### config.mk
export PLATFORM = sky130hd
export DESIGN_NAME = ddio_in_flat
export DESIGN_NICKNAME = d
export VERILOG_FILES = /design/src/rtl/ddio_in_if.sv /design/src/rtl/ddio_in.sv /design/src/flat_wrapper.sv
export SDC_FILE = /design/constraint.sdc
export NUM_CORES = 1
export LEC_CHECK = 0
export ABC_AREA = 1
export ABC_CLOCK_PERIOD_IN_PS = 3400
export CAP_MARGIN = 10
export CORE_MARGIN = 5
export CORE_UTILIZATION = 57
export DETAILED_ROUTE_END_ITERATION = 10
export MAX_ROUTING_LAYER = met4
export PLACE_DENSITY = 0.82
export SYNTH_ARGS = -nofsm -noshare
export SYNTH_HDL_FRONTEND = slang
export SYNTH_SLANG_ARGS = --single-unit
### constraint.sdc
create_clock -name clk -period 3.4 [get_ports clk]
set_input_delay 0.68 -clock clk [delete_from_list [all_inputs] [get_ports clk]]
set_output_delay 0.68 -clock clk [all_outputs]
set_load 0.02 [all_outputs]
### src/rtl/ddio_in_if.sv
// ============================================================================
// Module      : ddio_in_if
// Description : Bundles the enable, pad data, training control and
//               parallel-output signals of the DDR input capture stage.
//               master : drives clk_en, datain, train_start (sender/controller)
//               slave  : the capture block; drives dataout_h/l, valid,
//                        locked, swapped
// Revision    : 1.0  initial release
// ============================================================================
`default_nettype none

interface ddio_in_if #(
  parameter int WIDTH = 8
);
  logic             clk_en;       // posedge-stage enable
  logic [WIDTH-1:0] datain;       // DDR pad data
  logic             train_start;  // single-cycle training (re)start pulse
  logic [WIDTH-1:0] dataout_h;    // word sent on the sender's high phase
  logic [WIDTH-1:0] dataout_l;    // word sent on the sender's low phase
  logic             valid;        // dataout_h/l updated this cycle
  logic             locked;       // training pattern locked
  logic             swapped;      // pairing corrected by half a cycle

  modport master (
    output clk_en, datain, train_start,
    input  dataout_h, dataout_l, valid, locked, swapped
  );

  modport slave (
    input  clk_en, datain, train_start,
    output dataout_h, dataout_l, valid, locked, swapped
  );
endinterface

`default_nettype wire

### src/rtl/ddio_in.sv
// ============================================================================
// Module      : ddio_in
// Description : Double-data-rate input capture. Samples the pad bus on both
//               clock edges and presents each rise/fall pair as two parallel
//               words in the posedge domain. A training-pattern lock FSM
//               detects a half-cycle slip between the sender's high/low
//               phases and the local edges, and swaps the pairing to fix it.
// Ports       : clk   - capture clock, both edges used
//               sclr  - synchronous active-high clear (priority over all)
//               bus   - ddio_in_if.slave: clk_en, datain, train_start in;
//                       dataout_h, dataout_l, valid, locked, swapped out
// Revision    : 1.0  initial release
// ============================================================================
`default_nettype none

module ddio_in #(
  parameter int               WIDTH       = 8,
  parameter logic [WIDTH-1:0] TRAIN_PAT_H = WIDTH'(8'hAA),
  parameter logic [WIDTH-1:0] TRAIN_PAT_L = WIDTH'(8'h55),
  parameter int               LOCK_COUNT  = 4
) (
  input  wire logic  clk,
  input  wire logic  sclr,
  ddio_in_if.slave   bus
);

  localparam int             CNT_W    = $clog2(LOCK_COUNT + 1);
  localparam logic [CNT_W-1:0] CNT_MAX = CNT_W'(LOCK_COUNT);

  typedef enum logic [1:0] {
    IDLE   = 2'd0,
    HUNT   = 2'd1,
    LOCKED = 2'd2
  } state_t;

  // --------------------------------------------------------------------------
  // Capture registers
  // --------------------------------------------------------------------------
  logic [WIDTH-1:0] rise_q;   // word sampled on the last enabled posedge
  logic [WIDTH-1:0] fall_q;   // word sampled on the last negedge
  logic [WIDTH-1:0] fall_d;   // fall_q as it stood at the last enabled posedge
  logic [WIDTH-1:0] out_h;
  logic [WIDTH-1:0] out_l;
  logic             valid_q;

  state_t           state;
  state_t           state_next;
  logic [CNT_W-1:0] cnt_n;
  logic [CNT_W-1:0] cnt_s;
  logic [CNT_W-1:0] cnt_n_next;
  logic [CNT_W-1:0] cnt_s_next;
  logic             swapped_q;
  logic             swapped_next;

  // The negedge sample is not gated by clk_en: the low-phase word must always
  // be current when the next posedge pairs it.
  always_ff @(negedge clk) begin
    if (sclr) begin
      fall_q <= '0;
    end else begin
      fall_q <= bus.datain;
    end
  end

  always_ff @(posedge clk) begin
    if (sclr) begin
      rise_q  <= '0;
      fall_d  <= '0;
      out_h   <= '0;
      out_l   <= '0;
      valid_q <= 1'b0;
    end else begin
      valid_q <= bus.clk_en;
      if (bus.clk_en) begin
        // Slipped sender: its high word arrived on the previous negedge
        // (fall_d) and its low word on this posedge's sample (rise_q).
        if (swapped_q) begin
          out_h <= fall_d;
          out_l <= rise_q;
        end else begin
          out_h <= rise_q;
          out_l <= fall_q;
        end
        rise_q <= bus.datain;
        fall_d <= fall_q;
      end
    end
  end

  // --------------------------------------------------------------------------
  // Training lock FSM
  // --------------------------------------------------------------------------
  logic             n_match;
  logic             s_match;
  logic [CNT_W-1:0] n_upd;
  logic [CNT_W-1:0] s_upd;
  logic             n_reach;
  logic             s_reach;

  assign n_match = (rise_q == TRAIN_PAT_H) && (fall_q == TRAIN_PAT_L);
  assign s_match = (fall_d == TRAIN_PAT_H) && (rise_q == TRAIN_PAT_L);

  // Run-length of consecutive matches, saturating at the lock threshold.
  assign n_upd   = !n_match ? '0 : ((cnt_n == CNT_MAX) ? cnt_n : cnt_n + CNT_W'(1));
  assign s_upd   = !s_match ? '0 : ((cnt_s == CNT_MAX) ? cnt_s : cnt_s + CNT_W'(1));
  assign n_reach = (n_upd == CNT_MAX);
  assign s_reach = (s_upd == CNT_MAX);

  always_ff @(posedge clk) begin
    if (sclr) begin
      state     <= IDLE;
      cnt_n     <= '0;
      cnt_s     <= '0;
      swapped_q <= 1'b0;
    end else begin
      state     <= state_next;
      cnt_n     <= cnt_n_next;
      cnt_s     <= cnt_s_next;
      swapped_q <= swapped_next;
    end
  end

  always_comb begin
    state_next   = state;
    cnt_n_next   = cnt_n;
    cnt_s_next   = cnt_s;
    swapped_next = swapped_q;
    case (state)
      IDLE: begin
        if (bus.train_start) begin
          state_next = HUNT;
          cnt_n_next = '0;
          cnt_s_next = '0;
        end
      end
      HUNT: begin
        if (bus.train_start) begin
          cnt_n_next = '0;
          cnt_s_next = '0;
        end else if (bus.clk_en) begin
          cnt_n_next = n_upd;
          cnt_s_next = s_upd;
          if (n_reach || s_reach) begin
            state_next   = LOCKED;
            // Straight pairing wins a tie (e.g. identical H/L patterns).
            swapped_next = s_reach && !n_reach;
          end
        end
      end
      LOCKED: begin
        if (bus.train_start) begin
          state_next = HUNT;
          cnt_n_next = '0;
          cnt_s_next = '0;
        end
      end
      default: begin
        state_next = IDLE;
      end
    endcase
  end

  assign bus.dataout_h = out_h;
  assign bus.dataout_l = out_l;
  assign bus.valid     = valid_q;
  assign bus.locked    = (state == LOCKED);
  assign bus.swapped   = swapped_q;

endmodule

`default_nettype wire
### src/flat_wrapper.sv
// flat-port wrapper written by rule: the top's interface ports become plain ports
module ddio_in_flat 
#(
  parameter int               WIDTH       = 8,
  parameter logic [WIDTH-1:0] TRAIN_PAT_H = WIDTH'(8'hAA),
  parameter logic [WIDTH-1:0] TRAIN_PAT_L = WIDTH'(8'h55),
  parameter int               LOCK_COUNT  = 4
)
  (clk, sclr, bus_clk_en, bus_datain, bus_train_start, bus_dataout_h, bus_dataout_l, bus_valid, bus_locked, bus_swapped);
  ddio_in_if #(.WIDTH(WIDTH)) bus_i ();
  input  wire logic clk;
  input  wire logic sclr;
  input wire logic [$bits(bus_i.clk_en)-1:0] bus_clk_en;
  input wire logic [$bits(bus_i.datain)-1:0] bus_datain;
  input wire logic [$bits(bus_i.train_start)-1:0] bus_train_start;
  output wire logic [$bits(bus_i.dataout_h)-1:0] bus_dataout_h;
  output wire logic [$bits(bus_i.dataout_l)-1:0] bus_dataout_l;
  output wire logic [$bits(bus_i.valid)-1:0] bus_valid;
  output wire logic [$bits(bus_i.locked)-1:0] bus_locked;
  output wire logic [$bits(bus_i.swapped)-1:0] bus_swapped;
  assign bus_i.clk_en = bus_clk_en;
  assign bus_i.datain = bus_datain;
  assign bus_i.train_start = bus_train_start;
  assign bus_dataout_h = bus_i.dataout_h;
  assign bus_dataout_l = bus_i.dataout_l;
  assign bus_valid = bus_i.valid;
  assign bus_locked = bus_i.locked;
  assign bus_swapped = bus_i.swapped;
  ddio_in #(.WIDTH(WIDTH), .TRAIN_PAT_H(TRAIN_PAT_H), .TRAIN_PAT_L(TRAIN_PAT_L), .LOCK_COUNT(LOCK_COUNT)) u_core (.clk(clk), .sclr(sclr), .bus(bus_i));
endmodule
# == Yosys cells after proc, flatten, opt, wreduce, memory -nomap -nowiden ==
# Index checks and enable logic that the tools add are counted.
# classes
addsub,2
n_mul,0
n_div,0
order_cmp,0
n_eq_ne,15
shifts,0
n_mux,18
bitwise_logic,1
reduce_logical,11
# ops
operator,count
two-way mux 3 bit,9
equality test 8 x 7 -> 1 bit (second input constant),2
equality test 8 bit (second input constant),2
two-way mux 8 bit,2
equality test 3 bit (second input constant),4
case mux 3 bit (2 select lines),2
two-way mux 2 bit,4
AND reduction 4 bit,2
adder 3 x 1 -> 3 bit (second input constant),2
inequality test 2 x 1 -> 1 bit (second input constant),2
inequality test 2 bit (second input constant),2
case mux 2 bit (2 select lines),1
logical AND 1 bit,3
inequality test 3 bit (second input constant),1
AND reduction 3 bit,1
equality test 2 x 1 -> 1 bit (second input constant),1
equality test 2 bit (second input constant),1
logical NOT 2 bit,1
nonzero test 2 bit,1
OR reduction 2 bit,1
logical NOT 1 bit,1
logical OR 1 bit,1
NOT 1 bit,1
# word_totals
ff_bits,50
latch_bits,0
ram_bits,0
rom_bits,0
output_inout_bits,19
memories,0

# == Depth between registers and ports, before layout ==
# logic_depth
ltp_word,9
depth_mapped,11

==> flow_summary.json <==
{
  "run_status": "complete, no violations",
  "max-clock-path-buffers": 2,
  "design_area_um2": 2590,
  "fin_tns_setup_ns": 0,
  "hpwlAfterDp_um": 3220,
  "power_density_nw_per_um2": 484,
  "synth_top_area_frac": 0.474,
  "slowest_stage": "dfxtp_1",
  "crit_top_cell": "nand2_1",
  "ctsHoldBuffers": 0,
  "reg2reg_from": "u_core.fall_q[2]$_SDFF_NP0_",
  "grt_pass1_wl_um": 8190,
  "synth_largest_area_cell": "dfxtp_1",
  "routabilityCongestion": 0.877,
  "drt-initial-drc-count": 211,
  "crit_chain": "nand2_1 > nor3_1 > nand2_1 > nor2_4 > nand3_2 > nand2_1 > nand2_1 > nand2_1 > nand2_1 > nor2_2",
  "cp.depth": 10,
  "path_delay_family": "simple AND/OR/NAND/NOR gates",
  "vias": 1962,
  "p_int_w": 0.000915,
  "syn_to_final_growth_pct": 22.7,
  "wl_um": 4890,
  "yosys_warnings": 0,
  "antenna_found_initial": 0,
  "netlist-cell-type-count": 23,
  "mappedNetlistArea_um2": 2110,
  "clock_latency_ns": 0.38,
  "synth_edf_count": 0,
  "ys_seq_area_frac": 0.474,
  "synth_nets": 299,
  "rows": 22,
  "hold_class": "flip-flop to flip-flop",
  "grt_max_degree": 23,
  "slew_headroom": 0.688,
  "synth.avg_cell_area_um2": 7.47,
  "cts-root-buf": "clkbuf_8",
  "cp.arrival_ns": 3.33,
  "final_nets": 334,
  "ys_async_sr_fraction": 0,
  "holdPathStages": 2,
  "crit_path_end_kind": "flip-flop",
  "die_width_um": 70.9,
  "p_comb_frac": 0.108,
  "timing.final.ws_setup_ns": 0.316,
  "post_cts_resized": 0,
  "crit_path_start": "u_core.fall_q[2]$_SDFF_NP0_",
  "crit_path_max_fanout": 4,
  "drtAntennaViolNets": 0,
  "reg2reg_depth": 10,
  "pre_cts_slack_ns": 0.122,
  "cts.clk_slew.worst_paths_ns": 0.09,
  "path_buf_inv": 0,
  "grt_pass1_vias": 1787,
  "slew_viol_final": 0,
  "drcViolationCount": 0,
  "p_sw_frac": 0.271,
  "cts_buffers": 5,
  "path_class": "flip-flop to flip-flop",
  "switchingPower_w": 0.000339,
  "pwr-share-seq": 0.514,
  "cts.sinks": 50,
  "slowest_delay_ns": 0.35,
  "wl_per_cell_um": 13.3,
  "hold_viol": 0,
  "ys_ff_latch": 50,
  "core_region_area_um2": 3630,
  "finalClockSkew_ns": 0.0760,
  "final_cell_mix": "nand2_1 (51), a21oi_1 (51), dfxtp_1 (50)",
  "die_height_um": 70.9,
  "min_from": "u_core.fall_d[4]$_SDFFE_PP0P_",
  "post_cts_buffers": 0,
  "io_buffers": 30,
  "diodes": 0,
  "cp.required_ns": 3.65,
  "via_per_inst": 5.35,
  "cap_viol_max_count": 0,
  "die_area_um2": 5030,
  "grt_usage": 0.210,
  "p_leak_nw": 1.08,
  "total_power_w": 0.00125,
  "cp-start-kind": "flip-flop",
  "peakVddDrop_v": 0.000383,
  "postSynthCellCount": 283,
  "finalSetupViolations": 0,
  "place_area_um2": 2450,
  "synth_flop_cell": "dfxtp_1",
  "htreeDepth": 2,
  "clkPwrFrac": 0.378,
  "dr.pass1.iters": 4,
  "synthTopCellsByArea": "dfxtp_1 (47%), a21oi_1 (12%), nand2_1 (9.1%)",
  "start_util": 0.582,
  "io_pins": 31,
  "cts_tree": "done",
  "worst_slew_pin_slew_ns": 0.467,
  "rsz0062_at_grt": "no",
  "grt_overflow": 0,
  "drive_gt1_frac": 0.0752
}
## final cells by class
| type | instances | area [um^2] |
|---|---|---|
| sequential | 50 | 1000 |
| timing repair buffer | 36 | 345 |
| inverter | 29 | 109 |
| fill | 302 | 1040 |
| multi-input combinational | 188 | 932 |
| tap | 48 | 60.1 |
| clock buffer | 5 | 68.8 |
| clock inverter | 11 | 77.6 |
## per-layer routing
| layer | global-route usage | wire length [um] |
|---|---|---|
| met5 | - | 0 |
| met4 | 0.0960 | 85 |
| met3 | 0.0526 | 290 |
| met2 | 0.317 | 2370 |
| met1 | 0.265 | 2140 |
## cell usage after synthesis, types with 2 or more instances
| cell type | n |
|---|---|
| or2_2 | 2 |
| nor2_4 | 2 |
| a21oi_1 | 51 |
| o21ai_0 | 33 |
| buf_2 | 3 |
| nand2_1 | 51 |
| dfxtp_1 | 50 |
| nor3_1 | 3 |
| xor2_1 | 2 |
| clkbuf_1 | 11 |
| nor2_1 | 26 |
| nand3_1 | 7 |
| inv_1 | 29 |
| ha_1 | 4 |
## worst reg2reg max path: stages (launching register included)
cell and delay, ns:
dfxtp_1 0.35, nand2_1 0.06, nor3_1 0.13, nand2_1 0.11
nor2_4 0.17, nand3_2 0.09, nand2_1 0.09, nand2_1 0.05
nand2_1 0.08, nand2_1 0.06, nor2_2 0.07
## path summary, 6_finish.rpt
check,end,slack [ns]
max reg2reg,u_core.state[1]$_SDFFE_PP0P_,0.32
min reg2reg,u_core.fall_d[4]$_SDFFE_PP0P_,0.49
max,u_core.state[1]$_SDFFE_PP0P_,0.32
min,u_core.fall_d[4]$_SDFFE_PP0P_,0.49
## sequential cells by signal, indices dropped and copies added, names as in the netlist
name and cells:
u_core.state 2, u_core.bus.swapped 1, u_core.cnt_n 3, u_core.rise_q 8, u_core.bus.valid 1, u_core.cnt_s 3
u_core.fall_q 8, u_core.bus.dataout_l 8, u_core.fall_d 8, u_core.bus.dataout_h 8
## power by group through the flow
stage               clock network, W   logic, W  registers (W)
finish                      0.000474   0.000136       0.000644
floorplan                  0.0000163  0.0000649       0.000664
detailed placement         0.0000163   0.000133       0.000656
global route                0.000519   0.000151       0.000648
global placement           0.0000163   0.000131       0.000655
CTS                         0.000477   0.000136       0.000643
## cells by family after synthesis
| family | Yosys count | share of synthesized area |
|---|---|---|
| adder cells (fa/ha/maj) | 4 | 0.0237 |
| AO/OA/AOI/OAI | 85 | 0.202 |
| AND/OR/NAND/NOR | 97 | 0.207 |
| XOR/XNOR | 2 | 0.00829 |
| buffers and inverters | 45 | 0.0853 |
| flip-flops | 50 | 0.474 |
## stage by stage
| stage | hold slack, ns | std cells | utilization |
|---|---|---|---|
| after detailed placement | 0.469 | 352 | 0.675 |
| after floorplan | 0.448 | 283 | - |
| after CTS | 0.482 | 367 | 0.714 |
| after global routing | 0.512 | 367 | 0.714 |
| final | 0.486 | 367 | 0.714 |
| after global placement | 0.459 | 352 | 0.675 |
(Power assumes the default switching activity.)
